==> config.mk <==
export PLATFORM = sky130hd
export DESIGN_NAME = sram_bus_arbiter_flat
export DESIGN_NICKNAME = d
export VERILOG_FILES = /design/src/rtl/sram_bus_pkg.sv /design/src/rtl/sram_bus_arbiter_if.sv /design/src/rtl/rr_arbiter2.sv /design/src/rtl/sram_bus_arbiter.sv /design/src/flat_wrapper.sv
export SDC_FILE = /design/constraint.sdc
export NUM_CORES = 1
export LEC_CHECK = 0
export ABC_AREA = 1
export CAP_MARGIN = 20
export CORE_ASPECT_RATIO = 1.75
export CORE_MARGIN = 5
export CORE_UTILIZATION = 45
export CTS_CLUSTER_SIZE = 28
export DETAILED_ROUTE_END_ITERATION = 10
export GPL_TIMING_DRIVEN = 0
export PLACE_DENSITY = 0.87
export SLEW_MARGIN = 15
export SYNTH_ARGS = -nofsm -noshare
export SYNTH_HDL_FRONTEND = slang
export SYNTH_SLANG_ARGS = --single-unit
==> constraint.sdc <==
create_clock -name clk -period 3.35 [get_ports clk]
set_input_delay 0.335 -clock clk [delete_from_list [all_inputs] [get_ports clk]]
set_output_delay 0.335 -clock clk [all_outputs]
set_load 0.01 [all_outputs]
==> src/rtl/sram_bus_pkg.sv <==
// Shared types for the SRAM bus arbiter: sequencer states, owner encoding, protected address.
// Combinational only; no latency or backpressure of its own.
package sram_bus_pkg;

    typedef enum logic [2:0] {
        IDLE,
        ADDR,
        LATCH,
        RD_OE,
        RD_CAP,
        WR_DATA,
        WR_PULSE,
        DONE
    } state_t;

    localparam logic OWN_CORE = 1'b0;
    localparam logic OWN_HOST = 1'b1;

    localparam logic [7:0] NOWRITE_ADDR_DEF = 8'hFF;

    // The SRAM owns the data pins exactly in these two states.
    function automatic logic sram_drives_bus(input state_t s);
        return (s == RD_OE) || (s == RD_CAP);
    endfunction

endpackage

==> src/rtl/sram_bus_arbiter_if.sv <==
// Requester handshakes plus external SRAM pins; slave = arbiter, master = requesters/board side.
// Signal bundle only; no latency or backpressure of its own.
interface sram_bus_arbiter_if #(
    parameter int W = 8
);
    logic         c_req;
    logic         c_we;
    logic [W-1:0] c_addr;
    logic [W-1:0] c_wdata;
    logic         c_done;
    logic [W-1:0] c_rdata;

    logic         h_req;
    logic         h_we;
    logic [W-1:0] h_addr;
    logic [W-1:0] h_wdata;
    logic         h_done;
    logic [W-1:0] h_rdata;

    logic [W-1:0] bus_in;
    logic [W-1:0] bus_out;
    logic [W-1:0] bus_oe;
    logic         latch_le;
    logic         mem_oe_n;
    logic         mem_we_n;
    logic         busy;
    logic         owner;

    modport master (
        output c_req, c_we, c_addr, c_wdata, h_req, h_we, h_addr, h_wdata, bus_in,
        input  c_done, c_rdata, h_done, h_rdata,
        input  bus_out, bus_oe, latch_le, mem_oe_n, mem_we_n, busy, owner
    );

    modport slave (
        input  c_req, c_we, c_addr, c_wdata, h_req, h_we, h_addr, h_wdata, bus_in,
        output c_done, c_rdata, h_done, h_rdata,
        output bus_out, bus_oe, latch_le, mem_oe_n, mem_we_n, busy, owner
    );

endinterface

==> src/rtl/rr_arbiter2.sv <==
// Two-way round-robin arbiter: combinational one-hot grant, last-served pointer moves on accept.
// Grant is same-cycle; no backpressure, the caller decides when to accept.
module rr_arbiter2
    import sram_bus_pkg::*;
(
    input  logic       clk,
    input  logic       reset,
    input  logic [1:0] req,
    input  logic       accept,
    output logic [1:0] gnt,
    output logic       last
);

    // bit 0 = core, bit 1 = host; on a tie the port not served last wins
    always_comb begin
        gnt = 2'b00;
        case (req)
            2'b01:   gnt = 2'b01;
            2'b10:   gnt = 2'b10;
            2'b11:   gnt = (last == OWN_HOST) ? 2'b01 : 2'b10;
            default: gnt = 2'b00;
        endcase
    end

    // Reset pretends the host was served last so the core wins the first tie.
    always_ff @(posedge clk or posedge reset) begin
        if (reset) begin
            last <= OWN_HOST;
        end else if (accept) begin
            last <= gnt[1];
        end
    end

endmodule

==> src/rtl/sram_bus_arbiter.sv <==
// Owns the shared SRAM address/data bus and sequences latch/read/write strobes for core or host.
// Read done 5 cycles after accept, write 4+WE_CYCLES, protected write 4; requests wait in IDLE while busy.
module sram_bus_arbiter
    import sram_bus_pkg::*;
#(
    parameter int           W            = 8,
    parameter int           WE_CYCLES    = 1,
    parameter logic [W-1:0] NOWRITE_ADDR = W'(NOWRITE_ADDR_DEF)
) (
    input  logic               clk,
    input  logic               reset,
    sram_bus_arbiter_if.slave  bus
);

    state_t       st;
    state_t       st_nxt;

    logic         acc_we;
    logic [W-1:0] acc_addr;
    logic [W-1:0] acc_wdata;
    logic         own;
    logic [W:0]   we_cnt;
    logic [W-1:0] bus_out_q;
    logic [W-1:0] c_rdata_q;
    logic [W-1:0] h_rdata_q;

    logic [1:0]   gnt;
    logic         last_served;
    logic         accept;
    logic         sel_we;
    logic [W-1:0] sel_addr;
    logic [W-1:0] sel_wdata;

    assign accept = (st == IDLE) && (bus.c_req || bus.h_req);

    rr_arbiter2 u_rr (
        .clk    (clk),
        .reset  (reset),
        .req    ({bus.h_req, bus.c_req}),
        .accept (accept),
        .gnt    (gnt),
        .last   (last_served)
    );

    always_comb begin
        st_nxt    = st;
        sel_we    = gnt[1] ? bus.h_we    : bus.c_we;
        sel_addr  = gnt[1] ? bus.h_addr  : bus.c_addr;
        sel_wdata = gnt[1] ? bus.h_wdata : bus.c_wdata;

        case (st)
            IDLE:     if (accept) st_nxt = ADDR;
            ADDR:     st_nxt = LATCH;
            LATCH:    st_nxt = acc_we ? WR_DATA : RD_OE;
            RD_OE:    st_nxt = RD_CAP;
            RD_CAP:   st_nxt = DONE;
            WR_DATA:  st_nxt = (acc_addr == NOWRITE_ADDR) ? DONE : WR_PULSE;
            WR_PULSE: if (we_cnt == (W+1)'(WE_CYCLES - 1)) st_nxt = DONE;
            DONE:     st_nxt = IDLE;
            default:  st_nxt = IDLE;
        endcase

        // Every pin is a decode of state or a register; nothing passes straight from an input.
        bus.busy     = (st != IDLE);
        bus.owner    = own;
        bus.latch_le = (st == ADDR);
        bus.mem_oe_n = !sram_drives_bus(st);
        bus.bus_oe   = sram_drives_bus(st) ? '0 : '1;
        bus.mem_we_n = (st != WR_PULSE);
        bus.bus_out  = bus_out_q;
        bus.c_done   = (st == DONE) && (own == OWN_CORE);
        bus.h_done   = (st == DONE) && (own == OWN_HOST);
        bus.c_rdata  = c_rdata_q;
        bus.h_rdata  = h_rdata_q;
    end

    always_ff @(posedge clk or posedge reset) begin
        if (reset) begin
            st <= IDLE;
        end else begin
            st <= st_nxt;
        end
    end

    // bus_out is loaded at the edge entering ADDR / WR_DATA and otherwise held,
    // which gives the address hold in LATCH and the data hold in DONE for free.
    always_ff @(posedge clk or posedge reset) begin
        if (reset) begin
            acc_we    <= 1'b0;
            acc_addr  <= '0;
            acc_wdata <= '0;
            own       <= OWN_CORE;
            bus_out_q <= '0;
            we_cnt    <= '0;
        end else begin
            if (accept) begin
                acc_we    <= sel_we;
                acc_addr  <= sel_addr;
                acc_wdata <= sel_wdata;
                own       <= gnt[1];
                bus_out_q <= sel_addr;
            end else if (st == LATCH && acc_we) begin
                bus_out_q <= acc_wdata;
            end

            if (st == WR_DATA) begin
                we_cnt <= '0;
            end else if (st == WR_PULSE) begin
                we_cnt <= we_cnt + 1'b1;
            end
        end
    end

    always_ff @(posedge clk or posedge reset) begin
        if (reset) begin
            c_rdata_q <= '0;
            h_rdata_q <= '0;
        end else if (st == RD_CAP) begin
            if (own == OWN_HOST) begin
                h_rdata_q <= bus.bus_in;
            end else begin
                c_rdata_q <= bus.bus_in;
            end
        end
    end

endmodule

==> src/flat_wrapper.sv <==
// flat-port wrapper written by rule: the top's interface ports become plain ports
module sram_bus_arbiter_flat import sram_bus_pkg::*;
#(
    parameter int           W            = 8,
    parameter int           WE_CYCLES    = 1,
    parameter logic [W-1:0] NOWRITE_ADDR = W'(NOWRITE_ADDR_DEF)
)
  (clk, reset, bus_c_req, bus_c_we, bus_c_addr, bus_c_wdata, bus_h_req, bus_h_we, bus_h_addr, bus_h_wdata, bus_bus_in, bus_c_done, bus_c_rdata, bus_h_done, bus_h_rdata, bus_bus_out, bus_bus_oe, bus_latch_le, bus_mem_oe_n, bus_mem_we_n, bus_busy, bus_owner);
  sram_bus_arbiter_if #(.W(W)) bus_i ();
  input  logic clk;
  input  logic reset;
  input wire logic [$bits(bus_i.c_req)-1:0] bus_c_req;
  input wire logic [$bits(bus_i.c_we)-1:0] bus_c_we;
  input wire logic [$bits(bus_i.c_addr)-1:0] bus_c_addr;
  input wire logic [$bits(bus_i.c_wdata)-1:0] bus_c_wdata;
  input wire logic [$bits(bus_i.h_req)-1:0] bus_h_req;
  input wire logic [$bits(bus_i.h_we)-1:0] bus_h_we;
  input wire logic [$bits(bus_i.h_addr)-1:0] bus_h_addr;
  input wire logic [$bits(bus_i.h_wdata)-1:0] bus_h_wdata;
  input wire logic [$bits(bus_i.bus_in)-1:0] bus_bus_in;
  output wire logic [$bits(bus_i.c_done)-1:0] bus_c_done;
  output wire logic [$bits(bus_i.c_rdata)-1:0] bus_c_rdata;
  output wire logic [$bits(bus_i.h_done)-1:0] bus_h_done;
  output wire logic [$bits(bus_i.h_rdata)-1:0] bus_h_rdata;
  output wire logic [$bits(bus_i.bus_out)-1:0] bus_bus_out;
  output wire logic [$bits(bus_i.bus_oe)-1:0] bus_bus_oe;
  output wire logic [$bits(bus_i.latch_le)-1:0] bus_latch_le;
  output wire logic [$bits(bus_i.mem_oe_n)-1:0] bus_mem_oe_n;
  output wire logic [$bits(bus_i.mem_we_n)-1:0] bus_mem_we_n;
  output wire logic [$bits(bus_i.busy)-1:0] bus_busy;
  output wire logic [$bits(bus_i.owner)-1:0] bus_owner;
  assign bus_i.c_req = bus_c_req;
  assign bus_i.c_we = bus_c_we;
  assign bus_i.c_addr = bus_c_addr;
  assign bus_i.c_wdata = bus_c_wdata;
  assign bus_i.h_req = bus_h_req;
  assign bus_i.h_we = bus_h_we;
  assign bus_i.h_addr = bus_h_addr;
  assign bus_i.h_wdata = bus_h_wdata;
  assign bus_i.bus_in = bus_bus_in;
  assign bus_c_done = bus_i.c_done;
  assign bus_c_rdata = bus_i.c_rdata;
  assign bus_h_done = bus_i.h_done;
  assign bus_h_rdata = bus_i.h_rdata;
  assign bus_bus_out = bus_i.bus_out;
  assign bus_bus_oe = bus_i.bus_oe;
  assign bus_latch_le = bus_i.latch_le;
  assign bus_mem_oe_n = bus_i.mem_oe_n;
  assign bus_mem_we_n = bus_i.mem_we_n;
  assign bus_busy = bus_i.busy;
  assign bus_owner = bus_i.owner;
  sram_bus_arbiter #(.W(W), .WE_CYCLES(WE_CYCLES), .NOWRITE_ADDR(NOWRITE_ADDR)) u_core (.clk(clk), .reset(reset), .bus(bus_i));
endmodule
# Word-level counts from Yosys, hierarchy flattened
# Cells that the tools add are included.
# W data, S select, Z words.
[word_totals] wordCells=56 reg_bits=55 out_inout_bits=39 input_bits=46
[op_classes] add_sub_neg=1 bitwise=1 mux=15 reduce_logical=15 eq_ne=14
[op_table] op="$mux W8" n=5
[op_table] op="$pmux W3 S8" n=1
[op_table] op="$mux W9" n=2
[op_table] op="$eq A3 B3 Y1 const B" n=4
[op_table] op="$add A9 B1 Y9 const B" n=1
[op_table] op="$logic_not A9 Y1" n=1
[op_table] op="$mux W3" n=3
[op_table] op="$eq A8 B8 Y1 const B" n=1
[op_table] op="$eq A3 B2 Y1 const B" n=2
[op_table] op="$pmux W2 S3" n=1
[op_table] op="$reduce_and A2 Y1" n=3
[op_table] op="$eq A2 B2 Y1 const B" n=2
[op_table] op="$logic_and A1 B1 Y1" n=4
[op_table] op="$ne A2 B1 Y1 const B" n=2
[op_table] op="$reduce_bool A2 Y1" n=2
[op_table] op="$eq A3 B1 Y1 const B" n=1
[op_table] op="$logic_not A3 Y1" n=1
[op_table] op="$ne A3 B3 Y1 const B" n=1
[op_table] op="$reduce_bool A3 Y1" n=1
[op_table] op="$eq A2 B1 Y1 const B" n=1
[op_table] op="$logic_or A1 B1 Y1" n=2
[op_table] op="$mux W1" n=2
[op_table] op="$mux W2" n=1
[op_table] op="$logic_not A1 Y1" n=1
[op_table] op="$not A1 Y1" n=1

# Depth between registers and ports, before layout
# Gate-level depths: netlist of run 1.
[depth] depth_word=4 mapped_depth=9 mapped_depth_nobuf=8

# By module
# Synthesis of run 1 repeated with hierarchy kept, for this count alone.
[unflattened] hier_cells=359 area_unflattened_um2=2756.4
[by_module_without_submodules] mod="sram_bus_arbiter" area_per_inst_um2=2688.8 seq_area_each_um2=1351.3 cells_each=349 instances=1
[by_module_without_submodules] mod="rr_arbiter2" area_per_inst_um2=67.6 seq_area_each_um2=26.3 cells_each=10 instances=1

# Least setup slack after synthesis of run 1
# OpenSTA, ideal clock, no wires.
[synth_path] kind="register to output" from="reg u_core.st[2]" to="out bus_bus_oe[0]" path_stages_with_launch=5 arrival_time_ns=1.521 path_slack_ns=1.494 n_path_buf=2 path_cell_list="dfrtp_1 > buf_2 > inv_2 > o21ai_0 > buf_4"
[synth_via] elab_chain_cells=3 elab_cells_between_ends=4 cone_classes="eq/ne: 2; mux: 1; reduce/logical: 1"
[synth_lines] element="start, declared" line="sram_bus_arbiter.sv:15" rtl="state_t st;"
[synth_lines] element="start signal, assigned" line="sram_bus_arbiter.sv:81" rtl="st <= st_nxt;"
[synth_lines] element="$eq A3 B2 Y1 or $eq A3 B3 Y1 (tied branches)" line="sram_bus_pkg.sv:23" rtl="return (s == RD_OE) || (s == RD_CAP);"
[synth_lines] element="$logic_or A1 B1 Y1 *" line="sram_bus_pkg.sv:23"
[synth_lines] element="$mux W8 *" line="sram_bus_arbiter.sv:68" rtl="bus.bus_oe = sram_drives_bus(st) ? '0 : '1;"
[synth_lines] element="end, declared" line="flat_wrapper.sv:26" rtl="output wire logic [$bits(bus_i.bus_oe)-1:0] bus_bus_oe;"
# Mark *: on every way between the ends. The rest lies on a longest branch, timed or not.

# Final worst setup path of run 1
[layout_path] from="reg u_core.st[2]" to="out bus_bus_oe[4]"
# Same word-level chain as after synthesis.

==> key figures, run 1 <==
Floorplan
  – Initial Util: 0.4654
  – Die H: 113.6 um
  – DIE WIDTH: 69.18 um
  – Top Ports: 85
  – Row cnt: 37
  – Core area: 5926 um2
  – Die Area: 7855 um2

Clock tree
  – Clock Tree Buf Depth: 2
  – Post-CTS Hold Fix Bufs: 0
  – CTS HTree Levels: 2
  – Clk slew on worst S/H paths: 100 ps
  – Post-CTS resize count: 0
  – Clk root buf: clkbuf_8
  – CTS tree: done
  – CTS buffer count: 5
  – Clk sink count: 55
  – Clk_lat worst skew: between 300 and 400 ps
  – Post-CTS setup buffer count: 0

GRT
  – Met2 Use GR: 0.3661
  – Initial antenna violation count: 0
  – Number of global-route vias before repair: between 2000 and 3000
  – Gr usage total: 0.1853
  – Met1 GRT Util: 0.1849
  – Grt total ovfl: 0
  – Top Usage Layer GRT: met2
  – First-pass GRT wire length: 11.73 mm
  – Pin count of the biggest net entering global routing: 38
  – Met3 usage: 0.02557

Critical path
  – Critical path's top delay family: buffers and inverters
  – Endpoint class of the critical path: output pin
  – Startpoint Class: register
  – CP peak stage delay: 720 ps
  – Crit Path Category: register to output pin
  – Worst-path cell chain: buf_2 > inv_2 > o21ai_0 > buf_4 > clkdlybuf4s50_1
  – CP bufs+invs: 4
  – Slowest-stage cell, CP: o21ai_0
  – Max FO, Critical Path: 9
  – CP arrival: 2430 ps
  – Worst EP required: 3010 ps

Routing
  – Routed Antenna Nets: 0
  – Final WL: 7.027 mm
  – TritonRoute pass-1 iters: 4
  – Drc violations: 0
  – Detailed-route via count: 2498
  – Routed vias/inst: around 4.9
  – Routed wire length per instance: 13.64 um
  – Detailed Route Iter0 Violations: just over 90

Cells and area
  – Nets: 484
  – Ant diodes: 0
  – Share of cells above drive strength 1: 0.09153
  – Most frequent cells in the layout: nand2_1, clkdlybuf4s50_1, dfrtp_1, o21ai_0, inv_1
  – Final Util: 0.6453
  – Layout Area Growth over Synthesis: 38.66%
  – Most common cell after layout, fill and taps aside: nand2_1

Yosys
  – Number of flops mapped to enable cells by yosys: 0
  – Prevailing post-synth register cell: dfrtp_1
  – Seq cells post-synth: 55
  – Syn_area_per_cell: about 8.0 um2
  – Seq/Total Area, Yosys: 0.4995
  – Top post-synthesis cells by area: dfrtp_1, nand2_1, o21ai_0, inv_1, nor2_1
  – Post-Syn Area: between 2000 and 3000 um2
  – FFs w/ async S/R, synth: 1.000
  – Cell taking the most area after synthesis: dfrtp_1
  – Area share of the largest cell type after synthesis: 0.4900
  – YS warnings: 0
  – Net Count, Synth: 393
  – Synth unique cells: 25
  – Mapped Cells: 345

STA
  – Final Hold Vio Count: 0
  – Slew margin rel.: 0.4046
  – Final min period: approximately 2800 ps
  – Final worst clock skew: ~4.4 ps
  – Slew Viols, Final: 0
  – Final period utilization: 0.8250
  – Max Clock Freq: 361.8 MHz
  – # setup viols final: 0
  – Setup_tns: 0 ps
  – Worst-Margin Slew: 883.8 ps
  – Setup repair after global routing missed its margin: no

Power
  – PD cells: approximately 850 nW/um2
  – VDD IR max: 0.0004718 V
  – Static leakage: 0.001907 uW

Worst hold path
  – Worst hold path type: input port to async pin

Placement
  – Gpl congestion: 0.8445
  – Port bufs: 83
  – Post-DP HPWL: 5.644 mm

Status
  – Outcome: complete, no violations

Job
  – Max-cap violations: 0
==> metrics by stage <==
stage | std cells | setup slack (ps) | power [uW] | cell area [um2] | hold WS [ps]
floorplan | 345 | 1494 | 2034 | 2758 | 447.6
global placement | 506 | 733.7 | 2753 | 3686 | 463.8
detailed placement | 507 | 863.7 | 2827 | 3706 | 465.2
CTS | 515 | 526.0 | 3288 | 3824 | 348.7
global route | 515 | 349.5 | 3497 | 3824 | 376.2
finish | 515 | 586.4 | 3255 | 3824 | 342.3
==> synthesized netlist by cell type (2+ instances only) <==
cell	instances
nand3_1	16
nor2_1	28
inv_2	3
o21ai_0	35
buf_2	3
nand2_2	2
buf_6	4
nand2_4	3
nand4_1	5
dfrtp_1	54
o21ai_1	9
nor2_8	3
ha_1	2
inv_1	30
buf_4	8
nand2_1	131
==> worst paths after layout <==
check	from	slack (ps)	depth (start not counted)	to
setup reg to reg	u_core.st[1]	1830	5	u_core.bus.h_rdata[4]
hold / removal	reset	340	2	u_core.bus.h_rdata[0]
max in group asynchronous	reset	2400	3	u_core.u_rr.last
hold reg to reg	u_core.acc_addr[6]	490	2	u_core.acc_addr[6]
min in group clk	bus_h_req	450	5	u_core.st[0]
setup / recovery	u_core.st[2]	590	5	bus_bus_oe[4]
==> sequential cells by signal, summed over array words and instances, names as in the netlist <==
signal              count
u_core.acc_we           1
u_core.st               3
u_core.we_cnt           9
u_core.acc_wdata        8
u_core.u_rr.last        1
u_core.acc_addr         8
u_core.bus.bus_out      8
u_core.bus.h_rdata      8
u_core.bus.c_rdata      8
u_core.bus.owner        1
==> metal layers <==
metal  vias up  routed length (um)
met2        61                4114
met4         0                 250
li1       1257                   -
met3        18                 216
met5         -                   0
met1      1162                2445
==> kinds of logic (layout without fill, tap and decap cells) <==
family	Yosys count	count (layout)	synth area share
XOR/XNOR	1	1	0.003177
buffers and inverters	49	141	0.09392
adder cells (fa/ha/maj)	2	2	0.009073
flip-flops	55	55	0.4995
AND/OR/NAND/NOR	191	191	0.3072
AO/OA/AOI/OAI	47	47	0.08712
==> report_power, final <==
part / internal [uW] / leakage (uW) / total (uW) / switching [uW]
Combinational: 839 / 0.00116 / 1680 / 837
Clock: 242 / 0.0000612 / 453 / 211
Sequential: 959 / 0.000683 / 1130 / 167
==> final cells by class <==
type	instances	area, um2
flip-flops and latches	55	1378
well taps	78	97.59
clock inverters	2	35.03
fillers	530	2102
plain buffers	16	135.1
multi-input cells	241	1121
inverters	33	123.9
repair buffers	84	850.8
clock buffers	6	82.58
(Power assumes the default switching activity.)
==> run 2: changes to the inputs <==
clock period = 2.8 ns   (was 3.35 ns; I/O delays follow)
==> run 2 against run 1 <==
Effect of this change:
- power up 20%
- non-clock buffer count is the same
- die area is the same
- largest power group unchanged
- hold slack worse by 56 ps
- critical path depth unchanged
- clock power increased by 20%
==> key figures, run 2 (synthesized netlist as in run 1, its figures left out) <==
Clock tree
  – Post-CTS Hold Fix Bufs: 0
  – Post-CTS setup buffer count: 0
  – Clk sink count: 55
  – CTS buffer count: 5
  – CTS HTree Levels: 2
  – Clk_lat worst skew: 310 ps
  – Clock Tree Buf Depth: 2
  – Clk slew on worst S/H paths: 90 ps
  – Clk root buf: clkbuf_8
  – Post-CTS resize count: 0
  – CTS tree: done

Cells and area
  – Fin cells: a little over 500
  – Nets: 484
  – Most frequent cells in the layout: nand2_1, clkdlybuf4s50_1, dfrtp_1, o21ai_0, inv_1
  – Layout Area Growth over Synthesis: 38.66%
  – Most common cell after layout, fill and taps aside: nand2_1
  – Ant diodes: 0
  – Max FFs per register: 9
  – Share of cells above drive strength 1: 0.09153
  – Most flop-heavy register: u_core.we_cnt

Placement
  – Port bufs: 83
  – Gpl congestion: 0.8445
  – Post-DP HPWL: 5.644 mm
  – Dpl cells: 507
  – Place WS: roughly 370 ps

Routing
  – Routed vias/inst: 4.847
  – Detailed-route via count: approximately 2500
  – Detailed Route Iter0 Violations: 93
  – Routed Antenna Nets: 0
  – Routed wire length per instance: 13.62 um
  – Drc violations: 0
  – TritonRoute pass-1 iters: 4
  – Final WL: 7.015 mm

Floorplan
  – Top Ports: 85
  – Die H: 113.6 um
  – DIE WIDTH: 69.18 um
  – Initial Util: 0.4654
  – Row cnt: 37
  – Core area: between 5000 and 6000 um2
  – Die Area: 7855 um2

STA
  – Setup repair after global routing missed its margin: no
  – Worst-Margin Slew: 574.5 ps
  – Worst setup margin: between 300 and 400 ps
  – Final worst clock skew: 3.753 ps
  – Final min period: 2459 ps
  – Max Clock Freq: around 400 MHz
  – # setup viols final: 0
  – Slew margin rel.: 0.6144
  – Setup_tns: 0 ps
  – Slew Viols, Final: 0
  – Final period utilization: 0.8782
  – Final Hold Vio Count: 0

Critical path
  – Crit Path Category: register to output pin
  – CP arrival: about 2200 ps
  – Max FO, Critical Path: 9
  – Worst EP required: ~2500 ps
  – Startpoint Class: register
  – Endpoint class of the critical path: output pin

GRT
  – First-pass GRT wire length: 11.73 mm
  – Number of global-route vias before repair: 2517
  – Grt total ovfl: 0
  – Gr usage total: 0.1853
  – Pin count of the biggest net entering global routing: 38
  – Met2 Use GR: 0.3661
  – Met1 GRT Util: 0.1849
  – Met3 usage: 0.02557
  – Top Usage Layer GRT: met2
  – Initial antenna violation count: 0

Status
  – Outcome: complete, no violations

Power
  – Static leakage: 0.001907 uW
  – Pwr Total: 3894 uW
  – VDD IR max: about 0.00056 V
  – PD cells: 1018 nW/um2

Worst hold path
  – Worst hold path type: input port to async pin

Job
  – Max-cap violations: 0
[run 2: metal layers]
layer	share of wire	routed length, um
met5	0	0
met4	0.035	246
met3	0.030	210
met2	0.59	4107
met1	0.35	2451
[run 2: where the power goes]
part / switching [uW] / total, uW / internal, uW
Clock: 253 / 542 / 290
Sequential: 200 / 1350 / 1150
Combinational: 1000 / 2000 / 1000
[run 2: stage by stage]
step	area [um2]	hold slack [ps]	util
final	3824	286.8	0.6453
after global placement	3686	463.8	0.6220
after floorplan	2758	438.5	-
after global routing	3824	321.2	0.6453
after detailed placement	3706	465.2	0.6254
after CTS	3824	293.7	0.6453
[run 2: path summary, 6_finish.rpt]
kind / depth (start not counted) / to / startpoint / slack (ps)
setup / recovery: 5 / bus_bus_oe[4] / u_core.st[2] / 340
hold / removal: 2 / u_core.bus.h_rdata[0] / reset / 290
setup reg to reg: 5 / u_core.bus.h_rdata[4] / u_core.st[1] / 1280
hold reg to reg: 2 / u_core.acc_addr[6] / u_core.acc_addr[6] / 490
max in group asynchronous: 3 / u_core.u_rr.last / reset / 1900
min in group clk: 5 / u_core.acc_addr[6] / bus_h_req / 390
[run 2: critical path, cell delays in order, from the launching register on]
cell and delay (ps):
dfrtp_1 330, buf_2 200, inv_2 110, o21ai_1 490
buf_4 200, clkdlybuf4s50_1 540
[run 2: area by class of cell]
cell class / instances / area (um2)
Fill cell: 530 / 2102
Sequential cell: 55 / 1378
Multi-Input combinational cell: 241 / 1121
Timing Repair Buffer: 84 / 850.8
Buffer: 16 / 135.1
Inverter: 33 / 123.9
Tap cell: 78 / 97.59
Clock buffer: 6 / 82.58
Clock inverter: 2 / 35.03
